$ cat src/rtl/refresh_scan_controller.sv
// Multiplexed 4-digit display scan: walks the enabled digits one slot at a time,
// blanking the anodes at the start of every slot to suppress ghosting.
module refresh_scan_controller #(
    parameter int CLK_HZ       = 100_000_000,
    parameter int REFRESH_HZ   = 10_000,
    parameter int BLANK_CYCLES = 100
) (
    input  logic       clock,
    input  logic       reset,
    input  logic       enable,
    input  logic [3:0] digit_mask,
    output logic [1:0] refreshcounter,
    output logic       blank,
    output logic       digit_tick
);

    localparam int DIV = CLK_HZ / REFRESH_HZ;
    localparam int PW  = (DIV > 1) ? $clog2(DIV) : 1;
    localparam logic [PW-1:0] BLANK_LAST = PW'(BLANK_CYCLES - 1);
    localparam logic [PW-1:0] SLOT_LAST  = PW'(DIV - 1);

    typedef enum logic [1:0] {
        IDLE,
        BLANK,
        SHOW
    } state_t;

    state_t        state;
    state_t        state_nx;
    logic [PW-1:0] presc;
    logic [PW-1:0] presc_nx;
    logic [1:0]    rc_nx;
    logic          blank_nx;
    logic          tick_nx;
    logic          run;
    logic          cur_gone;

    function automatic logic [1:0] lowest(input logic [3:0] m);
        lowest = 2'd0;
        for (int i = 3; i >= 0; i--) begin
            if (m[i]) lowest = 2'(i);
        end
    endfunction

    // Nearest set bit above cur, wrapping; falls back to cur itself.
    function automatic logic [1:0] next_idx(input logic [1:0] cur,
                                            input logic [3:0] m);
        logic [1:0] c;
        next_idx = cur;
        for (int k = 4; k >= 1; k--) begin
            c = cur + 2'(k);
            if (m[c]) next_idx = c;
        end
    endfunction

    assign run      = enable && (digit_mask != 4'b0000);
    assign cur_gone = !digit_mask[refreshcounter];

    always_ff @(posedge clock) begin
        assert (BLANK_CYCLES >= 1 && BLANK_CYCLES < DIV)
        else $error("BLANK_CYCLES must satisfy 1 <= BLANK_CYCLES < DIV");
    end

    always_ff @(posedge clock) begin
        if (reset) begin
            state          <= IDLE;
            presc          <= '0;
            refreshcounter <= 2'b00;
            blank          <= 1'b1;
            digit_tick     <= 1'b0;
        end else begin
            state          <= state_nx;
            presc          <= presc_nx;
            refreshcounter <= rc_nx;
            blank          <= blank_nx;
            digit_tick     <= tick_nx;
        end
    end

    always_comb begin
        state_nx = state;
        presc_nx = presc;
        rc_nx    = refreshcounter;
        blank_nx = 1'b1;
        tick_nx  = 1'b0;
        if (!run) begin
            state_nx = IDLE;
            presc_nx = '0;
        end else begin
            unique case (state)
                IDLE: begin
                    state_nx = BLANK;
                    presc_nx = '0;
                    rc_nx    = lowest(digit_mask);
                end
                BLANK: begin
                    presc_nx = presc + 1'b1;
                    if (presc == BLANK_LAST) begin
                        state_nx = SHOW;
                        blank_nx = 1'b0;
                        tick_nx  = 1'b1;
                    end
                end
                SHOW: begin
                    // A cleared current digit cuts its slot short.
                    if (cur_gone || presc == SLOT_LAST) begin
                        state_nx = BLANK;
                        presc_nx = '0;
                        rc_nx    = next_idx(refreshcounter, digit_mask);
                    end else begin
                        presc_nx = presc + 1'b1;
                        blank_nx = 1'b0;
                    end
                end
                default: begin
                    state_nx = IDLE;
                    presc_nx = '0;
                end
            endcase
        end
    end

endmodule

$ cat config.mk
export PLATFORM = sky130hd
export DESIGN_NAME = refresh_scan_controller
export DESIGN_NICKNAME = d
export VERILOG_FILES = /design/src/rtl/refresh_scan_controller.sv
export SDC_FILE = /design/constraint.sdc
export NUM_CORES = 1
export LEC_CHECK = 0
export BUFFER_PORTS_ARGS = -buffer_cell sky130_fd_sc_hd__buf_2
export CAP_MARGIN = 5
export CORE_MARGIN = 1.5
export CORE_UTILIZATION = 60
export CTS_BUF_LIST = sky130_fd_sc_hd__clkbuf_8
export CTS_CLUSTER_DIAMETER = 100
export DETAILED_ROUTE_END_ITERATION = 10
export GPL_TIMING_DRIVEN = 0
export PLACE_DENSITY = 0.86
export SLEW_MARGIN = 25
export SYNTH_ARGS = -nofsm -noshare
export SYNTH_HDL_FRONTEND = slang
export SYNTH_SLANG_ARGS = --single-unit
export TNS_END_PERCENT = 50
$ cat constraint.sdc
create_clock -name clock -period 2.2 [get_ports clock]
set_input_delay 0.44 -clock clock [delete_from_list [all_inputs] [get_ports clock]]
set_output_delay 0.44 -clock clock [all_outputs]
set_load 0.05 [all_outputs]
Word level (Yosys, flattened, before mapping)

Index checks and enable logic that the tools add are counted.

Equal/unequal tests: 7
Add/sub/neg operators: 4
Reductions and logical operators: 10
Order comparisons: 4
Multiplexer cells: 26
Bitwise logic cells: 2

Operators with widths:

| cell                                                | count |
|---|---|
| one-hot mux 14 bit (2 select lines)                 | 1 |
| two-way mux 2 bit                                   | 10 |
| adder 14 x 1 -> 14 bit (second input constant)      | 1 |
| == test 14 bit (second input constant)              | 1 |
| == test 14 x 7 -> 1 bit (second input constant)     | 1 |
| two-way mux 14 bit                                  | 1 |
| < comparator 2 x 3 -> 1 bit (second input constant) | 4 |
| binary-select mux 1 bit (select 2 bit)              | 4 |
| two-way mux 1 bit                                   | 7 |
| one-hot mux 2 bit (3 select lines)                  | 1 |
| adder 2 bit (second input constant)                 | 2 |
| != test 2 bit (second input constant)               | 2 |
| != test 4 bit (second input constant)               | 1 |
| one-hot mux 2 bit (2 select lines)                  | 1 |
| AND reduction 4 bit                                 | 1 |
| nonzero test 4 bit                                  | 1 |
| OR reduction 3 bit                                  | 1 |
| adder 2 x 1 -> 2 bit (second input constant)        | 1 |
| == test 2 x 1 -> 1 bit (second input constant)      | 1 |
| == test 2 bit (second input constant)               | 1 |
| logical NOT 2 bit                                   | 1 |
| inverter 1 bit                                      | 2 |
| one-hot mux 1 bit (2 select lines)                  | 1 |
| AND reduction 2 bit                                 | 1 |
| 5 further kinds                                     | 5 |

Word-level logic and storage cells: 58
Output and inout port bits: 4
Input port bits: 7
Flip-flop bits (word level): 20

Depth between registers and ports, before layout

Gate-level depths: netlist of run 1.

Depth in word-level cells: 8
Gate-level depth with buffers: 8
Depth with buffers taken out: 7

Least setup slack after synthesis of run 1

Ideal clock, no wire load.

Path type: register -> register
Start point: reg refreshcounter[0]
End point: reg state[0]
Arrival time: 2.246 ns
Stages on the path, launching flop included: 7
Required time: 2.130 ns
Path slack: -0.116 ns
Buffers on the path: 1
Setup time: 0.070 ns
Path through: dfxtp_1 > buf_2 > mux4_2 > o41ai_4 > nor2_2 > or4_1 > a21boi_1

Word-level cells in the longest chain between the ends: 6

RTL lines:

| element                                 | line | text |
|---|---|---|
| from (decl)                             | 12   | `output logic [1:0] refreshcounter,` |
| from (signal assigned)                  | 74   | `refreshcounter <= rc_nx;` |
| binary-select mux 1 bit (select 2 bit)  | --   |  |
| two-way mux 1 bit (implied by the code) | 57   | `assign cur_gone = !digit_mask[refreshcounter];` |
| logical NOT 1 bit                       | 57   |  |
| logical OR 1 bit                        | 106  | `if (cur_gone \|\| presc == SLOT_LAST) begin` |
| != test 2 bit (no source line)          | --   |  |
| AND reduction 2 bit (no source line)    | --   |  |
| to (signal assigned)                    | 72   | `state <= state_nx;` |
| to (decl)                               | 28   | `state_t state;` |

No other way between the ends. The select of a mux whose other input is x is not followed.
A chain may end at the register's enable or synchronous reset.

Worst setup path in the final report of run 1

Start point: reg presc[7]
End point: reg state[0]

Word-level cells in the longest chain between the ends: 4
Elaborated cells between the ends (all ways): 6
Classes of those cells: eq/ne (4); reduce/logical (2)

RTL lines:

| element                                  | line | text |
|---|---|---|
| from (decl)                              | 30   | `logic [PW-1:0] presc;` |
| from (signal assigned)                   | 73   | `presc <= presc_nx;` |
| == test 14 bit                           | 106  |  |
| logical OR 1 bit                         | 106  |  |
| != test 2 bit (no source line)           | --   |  |
| AND reduction 2 bit (no source line) (*) | --   |  |

Every way passes the cells marked *; elsewhere a longest branch is shown, timed or not.

==> results of run 1 <==
registers in the layout (all words and copies together), names as in the netlist:
signal / flops
state: 2
digit_tick: 1
blank: 1
presc: 14
refreshcounter: 2
layer usage:
layer  share of wire  up-vias  track usage  routed length (um)
met5               0        -            0                   0
met4           0.015        0       0.0722                  36
met3           0.040        6       0.0462                  95
met2            0.48       20        0.386                1140
met1            0.47      464        0.319                1120
li1                -      495            -                   -
Yosys cell counts:
library cell	number	area share
nor2_2	1	0.0053
nand3b_1	2	0.013
clkbuf_1	3	0.0096
nand4b_1	2	0.015
nand4bb_1	1	0.0096
nor3b_1	2	0.013
o21ai_0	3	0.013
a21oi_1	2	0.0085
xor2_1	6	0.045
a211oi_1	1	0.0064
nand2_1	7	0.022
ha_1	6	0.064
mux2i_1	1	0.0085
dfxtp_1	20	0.34
xnor2_1	6	0.045
o41ai_1	1	0.0074
o221a_2	2	0.019
nor2_1	24	0.077
o41ai_4	1	0.023
nor3_1	2	0.0085
o211ai_1	1	0.0064
nand2b_1	2	0.011
or4_1	1	0.0064
buf_2	2	0.0085
o211ai_2	1	0.011
o311ai_0	1	0.0074
a21boi_1	1	0.0064
or4_4	1	0.0096
a311oi_1	2	0.015
or2_2	1	0.0053
mux4_2	3	0.057
and4_1	2	0.015
and3_1	2	0.011
and2_0	1	0.0053
nand3_1	7	0.030
and3b_1	1	0.0074
nor4b_1	2	0.015
inv_1	7	0.022
final timing paths:
| kind | end | slack, ps | cells past startpoint |
|---|---|---|---|
| worst max-delay path | state[0] | 80 | 5 |
| worst min-delay path | refreshcounter[0] | 380 | 2 |
| worst max register to register | state[0] | 80 | 5 |
| worst min register to register | presc[0] | 490 | 1 |
worst max-delay path, delay by kind of cell, from the launching register on:
| kind | cells | cell delay [ps] |
|---|---|---|
| AO/OA/AOI/OAI | 2 | 530 |
| AND/OR/NAND/NOR | 3 | 1150 |
| flip-flops | 1 | 360 |
cell usage in the layout (no fill, tap or decap), types with 3 or more instances in the layout:
cell type and count:
buf_2 11, clkbuf_1 3, clkbuf_8 3, dfxtp_1 18
ha_1 6, inv_1 7, mux4_2 3, nand2_1 7
nand3_1 7, nor2_1 24, o21ai_0 3, xnor2_1 6
xor2_1 6
where the power goes:
group / switching, mW / leakage (nW) / total [mW] / internal (mW)
clock: 0.122 / 0.0357 / 0.365 / 0.243
combinational: 0.0562 / 0.307 / 0.101 / 0.0450
sequential: 0.00264 / 0.163 / 0.369 / 0.367
through the flow:
| stage | utilization | power [mW] | TNS [ps] | instance area (um^2) |
|---|---|---|---|---|
| final | 0.756 | 0.836 | 0 | 1350 |
| after global routing | 0.756 | 0.863 | 0 | 1350 |
| after CTS | 0.744 | 0.832 | 0 | 1330 |
| after detailed placement | 0.704 | 0.471 | -94.2 | 1250 |
| after global placement | 0.704 | 0.467 | 0 | 1250 |
| after floorplan | - | 0.448 | 0 | 1180 |
repair_timing:
| action | in CTS | in global routing |
|---|---|---|
| gates resized for setup | 0 | 2 |
| buffers inserted | 0 | 2 |
| setup endpoints to repair | 0 | 1 |
final cells by class:
type,instances,area [um^2]
buffer,5,21.3
timing repair buffer,11,60.1
clock buffer,3,41.3
multi-input combinational,99,734
sequential,20,403
inverter,7,26.3
clock inverter,1,30.0
fill,136,435
tap,25,31.3
cells by family after synthesis:
kind of cell / after synthesis
muxes: 4
AOI/OAI and AO/OA: 16
adders and majority gates: 6
and+or+nand+nor: 61
xor gates and xnor gates: 12
DFF: 20
buffers and inverters: 12
==> run_results.csv, run 1 <==
group,metric,value,unit
routing,vias_per_cell,5.76,
clocking,clockBufferDepth,2,
critical_path,critPathArrivalTime,2310,ps
critical_path,startpoint,"presc[7]",
floorplanning,die_w,47.3,um
pwr,p_per_area,620,mW/mm^2
logic_synthesis,synth_top_family_by_area,"simple AND/OR/NAND/NOR gates",
timing,final-max-slew-violation-count,0,
hold_path,hp-class,"in2reg",
clocking,htreeDepth,1,
logic_synthesis,synth_fa_ha_area_frac,0.0638,
pwr,worst_ir_drop_vdd,0.000403,V
routing,antenna_left,0,
floorplanning,core-area,0.00178,mm^2
final_layout,finalNetCount,160,
timing,worst_hold_slack,383,ps
global_route,grt_max_degree,13,
routing,dr.pass1.iters,4,
critical_path,crit_fanout,5,
final_layout,n_antenna_cell,0,
routing,vias,985,
timing,timing.slew.headroom,0.462,
logic_synthesis,muxShareOfSynthArea,0.0659,
clocking,cts.sink_count,20,
global_route,grt_pass1_vias,868,
critical_path,cpPeakStageDelay,560,ps
logic_synthesis,ys_warn_count,0,
logic_synthesis,synth_nets,144,
floorplanning,ios,11,
critical_path,crit_chain,"or4_4 -> o41ai_4 -> nor2_4 -> or4_1 -> a21boi_1",
clocking,cts_buffers,3,
timing,setup_ws,80.5,ps
critical_path,r2r-start,"presc[7]",
critical_path,critPathLaunchType,"flop",
logic_synthesis,synth_xor_area_frac,0.0893,
timing,worst_pin_slew,797,ps
timing,fmax,0.472,GHz
final_layout,syn2layout_area_growth,14.5,%
logic_synthesis,synthSimpleGateAreaFrac,0.277,
timing,fin_crit,2120,ps
routing,drc,0,
floorplanning,die-area,0.00224,mm^2
hold_path,min-delay-start,"reset",
place,numPlacedInstances,165,
timing,fin_skew,4.98,ps
clocking,root_buffer,"clkbuf_8",
timing,hold_viol,0,
outcome,status,"complete, no violations",
place,portBuffers,9,
clocking,cts_hold_buf,0,
place,hpwlAfterDp,1780,um
routing,drt_iter0_drc,16,
clocking,cts.clk_slew.worst_paths,70,ps
global_route,grt-ovfl-total,0,
critical_path,crit_path_top_delay_cell,"or4_4",
place,place_congestion,0.842,
floorplanning,rows,15,
routing,wl,2390,um
floorplanning,die_y,47.3,um
routing,wl_per_cell,14.0,um
floorplanning,start_util,0.660,
critical_path,crit_type,"reg2reg",
logic_synthesis,synth_seq_cells,20,
timing,fin_crit_sh,0.963,
logic_synthesis,ys_seq_area_frac,0.340,
critical_path,crit_required,2390,ps
logic_synthesis,syn_area_per_cell,8.99,um^2
final_layout,drive_gt1_frac,0.199,
global_route,antenna_found_initial,0,
logic_synthesis,synth_compound_area_frac,0.123,
logic_synthesis,synth_area,0.00118,mm^2
clocking,tritoncts,"built",
pwr,p_leak,0.505,nW
timing,grt_setup_unrepaired,"no",
global_route,track_usage,0.238,
run,maxCapViolations,0,
critical_path,end_kind,"flop",
final_layout,fin_cells,171,
logic_synthesis,syn_inst,131,
clocking,clk_latency,260,ps
timing,setup-violations-final,0,
logic_synthesis,synthDistinctLibCells,38,
place,pre_cts_ws,-20.5,ps
global_route,grt_pass1_wl,3750,um
Note: power is estimated with default switching activity, not from simulation.
==> inputs of run 2 (changes only) <==
--- a/config.mk
+++ b/config.mk
@@ -13,7 +13,7 @@
 export CTS_CLUSTER_DIAMETER = 100
 export DETAILED_ROUTE_END_ITERATION = 10
 export GPL_TIMING_DRIVEN = 0
-export PLACE_DENSITY = 0.86
+export PLACE_DENSITY = 0.84
 export SLEW_MARGIN = 25
 export SYNTH_ARGS = -nofsm -noshare
 export SYNTH_HDL_FRONTEND = slang
==> run 2 against run 1 <==
Compared with the run above: the run now ends with setup timing left; critical path type unchanged; via count is 1.0% lower; register-to-register slack worse by 110 ps; non-clock buffer count stayed put; sequential power hardly changed; clock-buffer cell count is 1 higher; first-iteration DRC count is 25% lower; die area stayed put; clock power is 22% lower; critical path depth stayed put.
==> run_results.csv, run 2 (synthesis gave the netlist of run 1 again) <==
group,metric,value,unit
outcome,status,"finished, violations left",
outcome,violations,"setup timing",
clocking,clockBufferDepth,2,
global_route,grt_max_degree,12,
clocking,cts_buffers,3,
critical_path,cpPeakStageDelay,570,ps
floorplanning,ios,11,
timing,setup-violations-final,1,
critical_path,crit_path_top_delay_cell,"or4_4",
timing,final-max-slew-violation-count,0,
final_layout,n_antenna_cell,0,
pwr,pwr-share-seq,0.490,
timing,setup_ws,-25.1,ps
hold_path,hp-class,"in2reg",
clocking,htreeDepth,1,
pwr,p_sw,0.183,mW
timing,fin_crit_sh,1.01,
pwr,p_leak,0.499,nW
floorplanning,die-area,0.00224,mm^2
final_layout,drive_gt1_frac,0.192,
final_layout,finalNetCount,160,
pwr,worst_ir_drop_vdd,0.000503,V
global_route,antenna_found_initial,0,
global_route,met1_usage,0.317,
pwr,clkPwrFrac,0.377,
floorplanning,rows,15,
global_route,use_met3,0.0962,
floorplanning,start_util,0.660,
global_route,grt-ovfl-total,0,
global_route,top_usage_layer,"met2",
clocking,cts.clk_slew.worst_paths,80,ps
critical_path,critPathTopFamily,"simple AND/OR/NAND/NOR gates",
critical_path,critPathArrivalTime,2410,ps
critical_path,crit_chain,"or4_4 -> o41ai_4 -> nor2_2 -> or4_1 -> a21boi_1",
critical_path,crit_type,"reg2reg",
clocking,cts.sink_count,20,
final_layout,syn2layout_area_growth,12.8,%
clocking,root_buffer,"clkbuf_8",
routing,vias,975,
clocking,tritoncts,"built",
timing,fin_skew,8.14,ps
routing,drc,0,
global_route,grt_pass1_wl,3830,um
routing,drt_iter0_drc,12,
pwr,power_frac_comb,0.133,
timing,hold_viol,0,
routing,antenna_left,0,
routing,wl_per_cell,13.7,um
place,portBuffers,9,
final_layout,layout_commonest_cell,"nor2_1",
critical_path,path_buf_inv,0,
critical_path,crit_required,2390,ps
critical_path,end_kind,"flop",
floorplanning,die_w,47.3,um
global_route,grt_pass1_vias,886,
timing,fmax,0.449,GHz
final_layout,largest_reg_flops,14,
floorplanning,core-area,0.00178,mm^2
clocking,cts_hold_buf,0,
pwr,p_per_area,568,mW/mm^2
final_layout,top_register,"presc",
routing,vias_per_cell,5.70,
global_route,grt_use_met2,0.381,
final_layout,biggestRegsByFlops,"presc (14), refreshcounter (2), state (2)",
final_layout,most-common-layout-cells,"24 x nor2_1, 19 x dfxtp_1, 10 x buf_2",
routing,wl,2350,um
place,place_congestion,0.842,
pwr,p_sw_frac,0.243,
routing,dr.pass1.iters,4,
run,maxCapViolations,0,
global_route,track_usage,0.249,
place,hpwlAfterDp,1730,um
timing,worst_pin_slew,630,ps
timing,fin_crit,2230,ps
final_layout,fin_util,0.745,
critical_path,crit_fanout,5,
clocking,clk_latency,260,ps
timing,worst_hold_slack,367,ps
floorplanning,die_y,47.3,um
timing,timing.slew.headroom,0.574,
pwr,internal_power,0.571,mW
critical_path,critPathLaunchType,"flop",
## run 2: path summary, 6_finish.rpt
check	startpoint	cells past startpoint	to	slack, ps
worst max-delay path	presc[7]	5	state[0]	-30
worst max register to register	presc[7]	5	state[0]	-30
worst min-delay path	reset	2	refreshcounter[0]	370
worst min register to register	presc[0]	1	presc[0]	500
## run 2: through the flow
| stage | power, mW | instance area [um^2] | setup WS [ps] | std cells | setup TNS, ps |
|---|---|---|---|---|---|
| floorplan | 0.448 | 1180 | 49.3 | 131 | 0 |
| global placement | 0.467 | 1250 | 144 | 165 | 0 |
| detailed placement | 0.471 | 1250 | 60.1 | 165 | 0 |
| CTS | 0.749 | 1310 | 103 | 169 | 0 |
| global route | 0.778 | 1330 | -23.5 | 171 | -54.3 |
| finish | 0.754 | 1330 | -25.1 | 171 | -25.1 |
## run 2: final cells by class
| class | count | area, um^2 |
|---|---|---|
| plain buffers | 5 | 23.8 |
| clock buffers | 4 | 55.1 |
| fillers | 135 | 455 |
| inverters | 7 | 26.3 |
| multi-input cells | 99 | 729 |
| flip-flops and latches | 20 | 402 |
| well taps | 25 | 31.3 |
| repair buffers | 11 | 60.1 |
## run 2: power groups by stage
stage	Clock, mW	Combinational, mW	Sequential, mW
after floorplan	0	0.0585	0.390
after global placement	0	0.0894	0.378
after detailed placement	0	0.0929	0.378
after CTS	0.287	0.0931	0.369
after global routing	0.299	0.109	0.370
final	0.284	0.100	0.370
## run 2: metal layers
layer	vias up	share of wire
met1	454	0.46
met4	0	0.0098
met5	-	0
met2	23	0.50
met3	4	0.036
li1	494	-
## run 2: timing repair
action,in CTS,in global routing
endpoints found under the hold margin,0,0
gates resized for setup,0,1
setup buffers,0,2
setup endpoints to repair,0,11
==> inputs of run 3 (changes only) <==
--- a/config.mk
+++ b/config.mk
@@ -7,8 +7,10 @@
 export LEC_CHECK = 0
 export BUFFER_PORTS_ARGS = -buffer_cell sky130_fd_sc_hd__buf_2
 export CAP_MARGIN = 5
+export CELL_PAD_IN_SITES_DETAIL_PLACEMENT = 1
+export CELL_PAD_IN_SITES_GLOBAL_PLACEMENT = 1
 export CORE_MARGIN = 1.5
-export CORE_UTILIZATION = 60
+export CORE_UTILIZATION = 46
 export CTS_BUF_LIST = sky130_fd_sc_hd__clkbuf_8
 export CTS_CLUSTER_DIAMETER = 100
 export DETAILED_ROUTE_END_ITERATION = 10
==> run 3 against run 2 <==
Compared with the run above: the flow now finishes without violations; final cell count rose by 1.8%; design area fell by 0.66%; sequential power barely moved; critical endpoint unchanged; utilization fell by 21 points; combinational power fell by 5%; worst hold slack improved by 24 ps; register-to-register slack improved by 140 ps; wire length rose by 9.7%.
==> run_results.csv, run 3 (synthesis gave the netlist of run 1 again) <==
group,metric,value,unit
outcome,status,"complete, no violations",
pwr,worst_ir_drop_vdd,0.000324,V
global_route,grt-ovfl-total,0,
critical_path,critPathArrivalTime,2280,ps
floorplanning,rows,18,
routing,drc,0,
clocking,clockBufferDepth,2,
timing,tns,0,ps
place,place_congestion,0.733,
timing,fmax,0.479,GHz
pwr,p_sw_frac,0.240,
place,hpwlAfterDp,2020,um
timing,setup-violations-final,0,
final_layout,fin_util,0.537,
floorplanning,core-area,0.00245,mm^2
run,maxCapViolations,0,
clocking,post_cts_buffers,0,
clocking,cts.sink_count,20,
pwr,p_per_area,564,mW/mm^2
clocking,cts_buffers,3,
routing,dr.pass1.iters,3,
routing,vias_per_cell,5.69,
hold_path,hp-class,"in2reg",
clocking,clk_latency,260,ps
routing,vias,990,
timing,fin_crit_sh,0.949,
final_layout,drive_gt1_frac,0.181,
floorplanning,start_util,0.480,
critical_path,crit_fanout,5,
global_route,track_usage,0.210,
timing,fin_skew,2.85,ps
global_route,antenna_found_initial,0,
timing,grt_setup_unrepaired,"yes",
pwr,pwr-share-seq,0.496,
final_layout,largest_reg_flops,14,
timing,worst_pin_slew,650,ps
critical_path,crit_chain,"or4_4 -> o41ai_4 -> nor2_2 -> or4_1 -> a21boi_1",
pwr,power_frac_comb,0.128,
clocking,tritoncts,"built",
critical_path,critPathLaunchType,"flop",
pwr,clkPwrFrac,0.376,
floorplanning,die-area,0.00287,mm^2
critical_path,crit_type,"reg2reg",
critical_path,endpoint,"state[0]",
floorplanning,ios,11,
critical_path,startpoint,"presc[7]",
routing,wl_per_cell,14.8,um
clocking,cts.clk_slew.worst_paths,70,ps
timing,timing.slew.headroom,0.561,
pwr,p_sw,0.178,mW
critical_path,rr_endpoint,"state[0]",
final_layout,biggestRegsByFlops,"presc (14), refreshcounter (2), state (2)",
final_layout,most-common-layout-cells,"24 x nor2_1, 19 x dfxtp_1, 10 x buf_2",
timing,final-max-slew-violation-count,0,
routing,antenna_left,0,
floorplanning,die_w,53.6,um
global_route,grt_pass1_wl,4350,um
critical_path,r2r-start,"presc[7]",
critical_path,crit_path_top_delay_cell,"or4_4",
final_layout,syn2layout_area_growth,12.0,%
final_layout,nFillCells,304,
pwr,internal_power,0.566,mW
critical_path,crit_required,2390,ps
floorplanning,die_y,53.6,um
pwr,p_leak,0.500,nW
clocking,cts_hold_buf,0,
global_route,grt_pass1_vias,1019,
clocking,htreeDepth,1,
routing,wl,2580,um
final_layout,layout_commonest_cell,"nor2_1",
critical_path,cpPeakStageDelay,570,ps
critical_path,rr_worst_depth,5,
global_route,grt_max_degree,12,
place,portBuffers,9,
critical_path,r2r_setup_slack,110,ps
final_layout,top_register,"presc",
timing,hold_viol,0,
routing,drt_iter0_drc,7,
clocking,root_buffer,"clkbuf_8",
critical_path,end_kind,"flop",
final_layout,finalNetCount,158,
timing,fin_crit,2090,ps
pwr,p_total,0.744,mW
final_layout,n_antenna_cell,0,
[run 3: cell count changes in the layout (fill, tap and decap cells not counted), sizes merged]
| cell | delta |
|---|---|
| buf | -2 |
[run 3: worst min path at each step]
stage | slack, ps | end | start | cells after the start
2_1_floorplan | 440 | presc[0] | presc[0] | 1
3_3_place_gp | 460 | presc[0] | presc[0] | 1
3_5_place_dp | 480 | presc[0] | presc[0] | 1
4_1_cts | 390 | refreshcounter[0] | reset | 2
5_1_grt | 400 | refreshcounter[1] | reset | 2
6_report | 390 | refreshcounter[0] | reset | 2
[run 3: layout make-up]
type | instances | area [um^2] | area share
Multi-Input combinational cell | 99 | 729 | 0.553
Inverter | 7 | 26.3 | 0.0199
Timing Repair Buffer | 9 | 45.0 | 0.0342
Buffer | 5 | 23.8 | 0.0180
Tap cell | 30 | 37.5 | 0.0285
Clock buffer | 4 | 55.1 | 0.0417
Sequential cell | 20 | 402 | 0.305
[run 3: worst max-delay path: cells and delay by family (launching register included)]
kind,cells,cell delay (ps)
and+or+nand+nor,3,1200
AOI/OAI and AO/OA,2,460
DFF,1,360
[run 3: what timing repair did]
action	CTS	global route
endpoints found under the setup margin	0	9
endpoints found under the hold margin	0	0
gates resized for setup	0	1
[run 3: per-stage QoR]
stage                     instance area [um^2]  hold slack [ps]  cells  setup slack, ps
after floorplan                           1180              441    131             49.3
after detailed placement                  1260              484    170             64.9
after CTS                                 1320              388    174             97.6
after global placement                    1260              456    170              129
final                                     1320              392    174              113
after global routing                      1320              395    174            -5.34
[run 3: per-layer routing]
layer	vias up	share of wire	global-route usage
li1	487	-	-
met1	489	0.40	0.212
met2	11	0.57	0.422
met3	3	0.026	0.0500
met4	0	0.0081	0.0513
met5	-	0	0
[run 3: power groups by stage]
stage,combinational (mW),clock [mW],sequential (mW)
6_report,0.0952,0.280,0.369
5_1_grt,0.105,0.310,0.370
4_1_cts,0.0956,0.292,0.369
3_5_place_dp,0.0958,0,0.378
3_3_place_gp,0.0903,0,0.378
2_1_floorplan,0.0585,0,0.390
